[src/rtl/pattern_sequencer_pkg.sv]
// Shared types and the rate-period helper for the LED pattern sequencer.
package pattern_seq_pkg;

    typedef enum logic [1:0] {
        LOOP     = 2'd0,
        PINGPONG = 2'd1,
        ONESHOT  = 2'd2,
        HOLD     = 2'd3
    } mode_t;

    typedef enum logic [1:0] {
        IDLE  = 2'd0,
        WAIT  = 2'd1,
        LATCH = 2'd2
    } fetch_state_t;

    // Tick period in clocks; the fastest rate (highest index) uses base_div.
    function automatic int unsigned rate_period(input int unsigned base_div,
                                                input int unsigned rate_w,
                                                input int unsigned freq);
        return base_div << (((32'd1 << rate_w) - 32'd1) - freq);
    endfunction

endpackage

[src/rtl/pattern_sequencer_rate_divider.sv]
// Step-rate generator: saturating rate index and a reloadable down-counter tick.
module rate_divider
    import pattern_seq_pkg::*;
#(
    parameter int unsigned BASE_DIV     = 50000,
    parameter int unsigned RATE_W       = 3,
    parameter int unsigned DEFAULT_RATE = 0
) (
    input  logic              clk,
    input  logic              rst_n,
    input  logic              freq_up,
    input  logic              freq_dn,
    input  logic              reload,
    output logic [RATE_W-1:0] freq_num,
    output logic              tick
);

    localparam int unsigned CNT_W = $clog2(rate_period(BASE_DIV, RATE_W, 0));

    logic [CNT_W-1:0]  cnt;
    logic [RATE_W-1:0] freq_next;

    always_comb begin
        freq_next = freq_num;
        if (freq_up && !freq_dn && freq_num != '1)
            freq_next = freq_num + 1'b1;
        else if (freq_dn && !freq_up && freq_num != '0)
            freq_next = freq_num - 1'b1;
    end

    assign tick = (cnt == '0);

    always_ff @(posedge clk or negedge rst_n) begin
        if (!rst_n) begin
            freq_num <= RATE_W'(DEFAULT_RATE);
            cnt      <= CNT_W'(rate_period(BASE_DIV, RATE_W, DEFAULT_RATE) - 32'd1);
        end else begin
            freq_num <= freq_next;
            // A rate change always restarts the period at the new rate.
            if (freq_next != freq_num || reload)
                cnt <= CNT_W'(rate_period(BASE_DIV, RATE_W, 32'(freq_next)) - 32'd1);
            else if (tick)
                cnt <= CNT_W'(rate_period(BASE_DIV, RATE_W, 32'(freq_num)) - 32'd1);
            else
                cnt <= cnt - 1'b1;
        end
    end

endmodule

[src/rtl/pattern_sequencer.sv]
// LED pattern sequencer: step addressing, play modes and a ROM fetch pipeline.
module pattern_sequencer
    import pattern_seq_pkg::*;
#(
    parameter int unsigned DATA_W       = 10,
    parameter int unsigned STEP_W       = 4,
    parameter int unsigned SEQ_W        = 6,
    parameter int unsigned RATE_W       = 3,
    parameter int unsigned BASE_DIV     = 50000,
    parameter int unsigned DEFAULT_RATE = 0,
    parameter int unsigned ROM_LAT      = 2
) (
    input  logic                    CLK_50,
    input  logic                    reset_n,
    input  logic                    freq_up,
    input  logic                    freq_dn,
    input  logic                    seq_up,
    input  logic                    seq_dn,
    input  logic [1:0]              mode,
    output logic [SEQ_W+STEP_W-1:0] rom_addr,
    input  logic [DATA_W-1:0]       rom_q,
    output logic [DATA_W-1:0]       pattern_out,
    output logic                    pattern_valid,
    output logic [SEQ_W-1:0]        seq_num,
    output logic [RATE_W-1:0]       freq_num,
    output logic [STEP_W-1:0]       step_idx,
    output logic                    done
);

    localparam int unsigned STEPS = 1 << STEP_W;
    localparam int unsigned LAT_W = 2;

    mode_t              play_mode;
    fetch_state_t       state, state_next;
    logic [LAT_W-1:0]   lat_cnt;
    logic [SEQ_W-1:0]   seq_next;
    logic [STEP_W-1:0]  step_next;
    logic               dir, dir_next, done_next;
    logic               started, tick, reload, fetch_req, latch_en;
    logic               seq_chg, resume;

    assign play_mode = mode_t'(mode);

    rate_divider #(
        .BASE_DIV     (BASE_DIV),
        .RATE_W       (RATE_W),
        .DEFAULT_RATE (DEFAULT_RATE)
    ) u_rate (
        .clk      (CLK_50),
        .rst_n    (reset_n),
        .freq_up  (freq_up),
        .freq_dn  (freq_dn),
        .reload   (reload),
        .freq_num (freq_num),
        .tick     (tick)
    );

    // Priority: sequence change, resume from a finished one-shot, first fetch, tick.
    always_comb begin
        seq_next  = seq_num;
        step_next = step_idx;
        dir_next  = dir;
        done_next = done;
        fetch_req = 1'b0;
        reload    = 1'b0;
        seq_chg   = seq_up ^ seq_dn;
        resume    = done && (play_mode == LOOP || play_mode == PINGPONG);
        if (seq_chg) begin
            seq_next  = seq_up ? seq_num + 1'b1 : seq_num - 1'b1;
            step_next = '0;
            dir_next  = 1'b1;
            done_next = 1'b0;
            reload    = 1'b1;
            fetch_req = 1'b1;
        end else if (resume) begin
            step_next = '0;
            dir_next  = 1'b1;
            done_next = 1'b0;
            reload    = 1'b1;
            fetch_req = 1'b1;
        end else if (!started) begin
            fetch_req = 1'b1;
        end else if (tick) begin
            case (play_mode)
                LOOP: begin
                    step_next = step_idx + 1'b1;
                    fetch_req = 1'b1;
                end
                PINGPONG: begin
                    fetch_req = 1'b1;
                    if (STEPS == 1) begin
                        step_next = '0;
                    end else if (dir) begin
                        if (step_idx == '1) begin
                            dir_next  = 1'b0;
                            step_next = step_idx - 1'b1;
                        end else begin
                            step_next = step_idx + 1'b1;
                        end
                    end else begin
                        if (step_idx == '0) begin
                            dir_next  = 1'b1;
                            step_next = STEP_W'(1);
                        end else begin
                            step_next = step_idx - 1'b1;
                        end
                    end
                end
                ONESHOT: begin
                    if (!done) begin
                        if (step_idx == '1) begin
                            done_next = 1'b1;
                        end else begin
                            step_next = step_idx + 1'b1;
                            fetch_req = 1'b1;
                        end
                    end
                end
                HOLD: begin
                end
            endcase
        end
    end

    always_comb begin
        state_next = state;
        case (state)
            IDLE:    state_next = IDLE;
            WAIT:    if (lat_cnt == '0) state_next = LATCH;
            LATCH:   state_next = IDLE;
            default: state_next = IDLE;
        endcase
        // A new request abandons whatever fetch is in flight.
        if (fetch_req)
            state_next = WAIT;
        latch_en = (state == LATCH) && !fetch_req;
    end

    always_ff @(posedge CLK_50 or negedge reset_n) begin
        if (!reset_n)
            state <= IDLE;
        else
            state <= state_next;
    end

    always_ff @(posedge CLK_50 or negedge reset_n) begin
        if (!reset_n) begin
            seq_num       <= '0;
            step_idx      <= '0;
            dir           <= 1'b1;
            done          <= 1'b0;
            started       <= 1'b0;
            rom_addr      <= '0;
            lat_cnt       <= '0;
            pattern_out   <= '0;
            pattern_valid <= 1'b0;
        end else begin
            seq_num       <= seq_next;
            step_idx      <= step_next;
            dir           <= dir_next;
            done          <= done_next;
            started       <= 1'b1;
            pattern_valid <= latch_en;
            if (fetch_req) begin
                rom_addr <= {seq_next, step_next};
                lat_cnt  <= LAT_W'(ROM_LAT - 1);
            end else if (state == WAIT && lat_cnt != '0) begin
                lat_cnt <= lat_cnt - 1'b1;
            end
            if (latch_en)
                pattern_out <= rom_q;
        end
    end

endmodule

[config.mk]
export PLATFORM = sky130hd
export DESIGN_NAME = pattern_sequencer
export DESIGN_NICKNAME = d
export VERILOG_FILES = /design/src/rtl/pattern_sequencer_pkg.sv /design/src/rtl/pattern_sequencer_rate_divider.sv /design/src/rtl/pattern_sequencer.sv
export SDC_FILE = /design/constraint.sdc
export NUM_CORES = 1
export LEC_CHECK = 0
export BUFFER_PORTS_ARGS = -buffer_cell sky130_fd_sc_hd__clkbuf_2
export CAP_MARGIN = 20
export CORE_UTILIZATION = 40
export DETAILED_ROUTE_END_ITERATION = 10
export PLACE_DENSITY = 0.57
export SETUP_SLACK_MARGIN = 0.5
export SLEW_MARGIN = 15
export SYNTH_ARGS = -nofsm -noshare
export SYNTH_HDL_FRONTEND = slang
export SYNTH_SLANG_ARGS = --single-unit
[constraint.sdc]
create_clock -name CLK_50 -period 3.8 [get_ports CLK_50]
set_clock_uncertainty 0.1 [all_clocks]
set_input_delay 0.19 -clock CLK_50 [delete_from_list [all_inputs] [get_ports CLK_50]]
set_output_delay 0.19 -clock CLK_50 [all_outputs]
set_load 0.005 [all_outputs]
# == After elaboration in Yosys (flattened, before gate mapping) ==
# Cells that the tools add are included.
# op_classes
n_bitwise,1
n_shift,2
n_eq_ne,8
n_mux,44
n_reduce_logical,26
addsub,12
# op_table
op,count
$sub 23x1->23 const B,3
$shl 16x32->23 const A,2
$mux 23,2
$mux 4,9
$logic_not 23->1,1
$mux 1,22
$reduce_bool 3->1,5
$mux 6,2
$pmux 4 s3,1
$mux 2,5
$sub 3x3->4 const A,2
$logic_and 1x1->1,7
$add 6x1->6 const B,1
$mux 3,2
$ne 3x3->1 const B,2
$reduce_and 3->1,2
$sub 6x1->6 const B,1
$add 4x1->4 const B,1
$eq 2x1->1 const B,2
$eq 2x2->1 const B,2
$eq 4x4->1 const B,1
$logic_not 2->1,2
$logic_not 4->1,1
$reduce_bool 2->1,2
10 further kinds,13
# totals
output_inout_bits,35
word_cells,105
reg_bits,64
inputBits,18

# == Longest topological paths before layout ==
# logic_depth
word_depth,10
depth_mapped,14
depth_no_buf,14

# == Cells and area by module ==
# Synthesis repeated with hierarchy kept, for this count alone.
# hier_totals
cells_unflattened,466
area_unflattened_um2,4569.4
# by_module_without_submodules
module,seq_area_each_um2,area_per_inst_um2,instances,cells_per_inst
rate_divider,670.6,2473.6,1,280
pattern_sequencer,952.2,2095.8,1,186

# == Worst setup path after synthesis ==
# No wires, ideal clock.
# synth_path
kind,reg-to-reg
start,register u_rate.freq_num[0]
end,register u_rate.cnt[18]
path_stages_with_launch,15
setup_ps,138
synth_period_minus_slack_ps,3381
t_arrival_ps,3143
path_buffers,1
slack_ps,419
required_time_ps,3562
cell_sequence,dfrtp_1 inv_1 ha_1 nor2b_1 o21ai_0 and3_1 nor2_1 inv_1 ha_1 or3_1 a31o_2 nand4_1 buf_2 nor3_1 xor2_1
# synth_via
elab_chain_len,8
word_cells_on_any_way,18
cone_classes,add/sub: 6; eq/ne: 2; shift: 2; mux: 4; reduce/logical: 4
# synth_lines
item,line_no,text
"start, declared",pattern_sequencer_rate_divider.sv:14,"output logic [RATE_W-1:0] freq_num,"
"start signal, assigned",pattern_sequencer_rate_divider.sv:35,freq_num <= RATE_W'(DEFAULT_RATE);
"start signal, assigned",pattern_sequencer_rate_divider.sv:38,freq_num <= freq_next;
branches (longest 3 deep; another with $sub 3x1->3),-,
$mux 3 (*),pattern_sequencer_rate_divider.sv:25,if (freq_up && !freq_dn && freq_num != '1)
named net u_rate.freq_next[1],pattern_sequencer_rate_divider.sv:21,logic [RATE_W-1:0] freq_next;
$sub 3x3->4,pattern_sequencer_pkg.sv:21,return base_div << (((32'd1 << rate_w) - 32'd1) - freq);
$shl 16x32->23,pattern_sequencer_pkg.sv:21,
$sub 23x1->23,pattern_sequencer_rate_divider.sv:41,"cnt <= CNT_W'(rate_period(BASE_DIV, RATE_W, 32'(freq_next)) - 32'd1);"
$mux 23 (*),pattern_sequencer_rate_divider.sv:40,if (freq_next != freq_num || reload)
"end signal, assigned",pattern_sequencer_rate_divider.sv:41,
"end signal, assigned",pattern_sequencer_rate_divider.sv:43,"cnt <= CNT_W'(rate_period(BASE_DIV, RATE_W, 32'(freq_num)) - 32'd1);"
"end signal, assigned",pattern_sequencer_rate_divider.sv:45,cnt <= cnt - 1'b1;
"end, declared",pattern_sequencer_rate_divider.sv:20,logic [CNT_W-1:0] cnt;
# Mark *: on every way through the listed nets, which the timed path passes.
# A chain may end at the register's enable or synchronous reset.

# == Worst setup path in the final report ==
# layout_path
start,register u_rate.freq_num[0]
end,register u_rate.cnt[22]
# The elaborated chain is that of the path after synthesis.

==> impl_metrics.yaml <==
sta:
  maxClockFrequency_mhz: 311.6
  report.final.hold_viol_count: 0
  max-slew-margin-rel: 0.3530
  tightest_slew_ps: 970.6
  finalSetupTns_ps: 0
  period_share: 0.8445
  slew_violations: 0
  min_period_ps: 3209
  setup_violations: 0
  rsz0062_at_grt: "true"
layout:
  fillCellCount: 962
  areaGrowthSynthToFinish_pct: 25.20
  drive_above_1_share: 0.3656
  n_antenna_cell: 0
  final_cells: 653
  nNetsFinal: 555
critical_path:
  worstPathRequired_ps: 3970
  rrSetupSlack_ps: 590
  crit_arrival_ps: 3380
  r2r_end: "u_rate.cnt[22]$_DFF_PN1_"
  end_kind: "flip-flop"
  path_max_fanout: 6
  r2r-start: "u_rate.freq_num[0]$_DFF_PN0_"
  critPathKind: "flip-flop to flip-flop"
  reg2reg_depth: 11
  start_kind: "flip-flop"
grt:
  grt_pass1_wl_um: 17760
  antenna_found_initial: 0
  grt_pass1_vias: 3574
  grt_usage: 0.2047
  grt_max_degree: 43
  gr-total-overflow: 0
synth:
  synth_edf_count: 0
  synth_top_area_cell: "dfrtp_1"
  synth.avg_cell_area_um2: 9.930
  synth_fp_nets: 468
  synthMostInstantiatedCell: "dfrtp_1"
  synth_top_area_share: 0.2787
  ys_ff_latch: 64
  synth_cell_types: 75
  syn_inst: 425
  syn_area_um2: 4220
  yosysSeqAreaShare: 0.3845
  yosys-top-cells-count: "dfrtp_1 (47), nor2_1 (37), nand2_1 (31)"
  postSynth.asyncResetShare: 1.000
  yosys_warnings: 0
  synth.area.top_cells: "dfrtp_1 (28%), dfstp_2 (11%), ha_1 (7.1%)"
  synth_flop_cell: "dfrtp_1"
power:
  swShare: 0.4360
  power.leakage_nw: 2.360
  power_per_cell_area_nw_per_um2: 808.7
  irDropWorstVdd_v: 0.0002700
  clockPowerShare: 0.155
  combPwrFrac: 0.576
  switching_power_w: 0.001863
  seq_power_share: 0.268
  p_int_w: 0.002410
outcome:
  outcome: "finished clean"
place:
  post-dp-hpwl_um: 8099
  place_congestion: 0.9320
  placed_cells: 616
  portBuffers: 52
clock_tree:
  clock_sinks: 64
  cts_buffers: 9
  clock_latency_ps: 340
  clk_pin_slew_ps: 80
  cts_tree: "done"
  htreeDepth: 3
  root_buffer: "clkbuf_8"
  cts_buffer_depth: 2
detailed_routing:
  drt_pass1_iterations: 5
  num_vias: 3628
  dr.first_iter.drc_count: 380
  antenna_left: 0
  drc: 0
  wirelength_um: 11020
  drt-vias-per-instance: 5.556
  routedWlPerCell_um: 16.87
die:
  core_area_um2: 10280
  core.rowCount: 37
  io_pins: 53
  dieArea_um2: 10970
  start_util: 0.4106
  chipWidth_um: 104.7
  die_h_um: 104.7
worst_hold_path:
  hp-start: "seq_dn"
  min_path_cells: 3
  whs_endpoint: "done$_DFFE_PN0P_"
  holdCritPathClass: "primary input to flip-flop"
run:
  drv_cap: 0
## what timing repair did
action / CTS / global route
endpoints found under the hold margin: 32 / 0
endpoints found under the setup margin: 12 / 12
hold buffers: 11 / 0
gates resized for setup: 20 / 22
buffers inserted: 2 / 8
pin swaps: 3 / 8
## worst max-delay path, stage by stage (launching register included)
cell and delay (ps):
dfrtp_2 470, ha_2 240, nand2_2 120, nand2_1 120
a221oi_4 340, nor2_4 100, ha_1 270, o21ai_0 130
a31oi_2 200, or4_1 610, nor4_4 290, xnor2_1 140
## logic make-up (layout without fill, tap and decap cells)
family | count (synthesis) | after routing | share of synthesized area
mux | 24 | 24 | 0.06345
other cells | 1 | 1 | 0.0008886
simple gates | 143 | 143 | 0.1886
flops | 64 | 64 | 0.3845
compound gates | 103 | 103 | 0.1758
xor+xnor | 30 | 30 | 0.06671
fa+ha+maj | 25 | 25 | 0.07590
buf+inv | 35 | 127 | 0.04417
## power groups by stage
stage | logic [W] | registers [W] | clock network [W]
5_1_grt | 0.00267 | 0.00117 | 0.000712
6_report | 0.00246 | 0.00115 | 0.000664
3_3_place_gp | 0.00211 | 0.00114 | 0
2_1_floorplan | 0.00148 | 0.00110 | 0
4_1_cts | 0.00225 | 0.00114 | 0.000677
3_5_place_dp | 0.00212 | 0.00114 | 0
## per-stage QoR
stage / utilization / hold slack, ps / setup WS (ps) / total power, W / area (µm²)
final: 0.5141 / 149.4 / 590.9 / 0.004273 / 5284
after global routing: 0.5141 / 150.1 / 454.9 / 0.004554 / 5284
after CTS: 0.4977 / 152.4 / 528.6 / 0.004067 / 5115
after detailed placement: 0.4561 / 329.1 / 85.14 / 0.003261 / 4687
after global placement: 0.4561 / 324.6 / 94.27 / 0.003251 / 4687
after floorplan: - / -205.6 / 533.2 / 0.002582 / 4225
## how the worst max path moves through the flow
stage | endpoint | startpoint
2_1_floorplan | u_rate.cnt[18]$_DFF_PN0_ | u_rate.freq_num[0]$_DFF_PN0_
3_3_place_gp | u_rate.cnt[20]$_DFF_PN0_ | u_rate.freq_num[0]$_DFF_PN0_
3_5_place_dp | u_rate.cnt[20]$_DFF_PN0_ | u_rate.freq_num[0]$_DFF_PN0_
4_1_cts | u_rate.cnt[20]$_DFF_PN0_ | u_rate.freq_num[0]$_DFF_PN0_
5_1_grt | u_rate.cnt[21]$_DFF_PN1_ | u_rate.freq_num[0]$_DFF_PN0_
6_report | u_rate.cnt[22]$_DFF_PN1_ | u_rate.freq_num[0]$_DFF_PN0_
## routing by layer
metal | vias up | wire length, µm | GRT usage
li1 | 1720 | - | -
met5 | - | 0 | 0
met3 | 26 | 455 | 0.03057
met2 | 107 | 5573 | 0.3628
met4 | 0 | 245 | 0.07042
met1 | 1775 | 4740 | 0.2526
## placed cells by master, fill, tap and decap left out, types with 5 or more instances in the layout
cell type and count:
a21oi_1 20, xor2_1 12, inv_1 13, nand3_1 7
xnor2_1 16, or3_1 5, mux2_2 22, clkbuf_2 51
nand2_1 29, buf_4 30, dfrtp_1 44, a31oi_1 10
clkbuf_8 10, dfstp_2 17, dlygate4sd3_1 11, and3_1 5
o21ai_0 24, ha_1 21, nor3_1 11, a211oi_1 6
nor4_1 5, nand2b_1 5, nor2_1 34
## sequential cells by signal, summed over array words and instances, names as in the netlist
name,count
pattern_valid,1
dir,1
done,1
state,2
started,1
rom_addr,10
u_rate.freq_num,3
pattern_out,10
step_idx,4
seq_num,6
lat_cnt,2
u_rate.cnt,23
## final cells by class
| class | instances | area (µm²) | area share |
|---|---|---|---|
| Inverter | 18 | 72.57 | 0.01373 |
| Clock buffer | 11 | 141.4 | 0.02676 |
| Sequential cell | 64 | 1627 | 0.3078 |
| Timing Repair Buffer | 93 | 595.6 | 0.1127 |
| Multi-Input combinational cell | 326 | 2596 | 0.4914 |
| Tap cell | 136 | 170.2 | 0.03220 |
| Clock inverter | 5 | 81.33 | 0.01539 |
No activity file was read; power rests on OpenSTA's default activity.
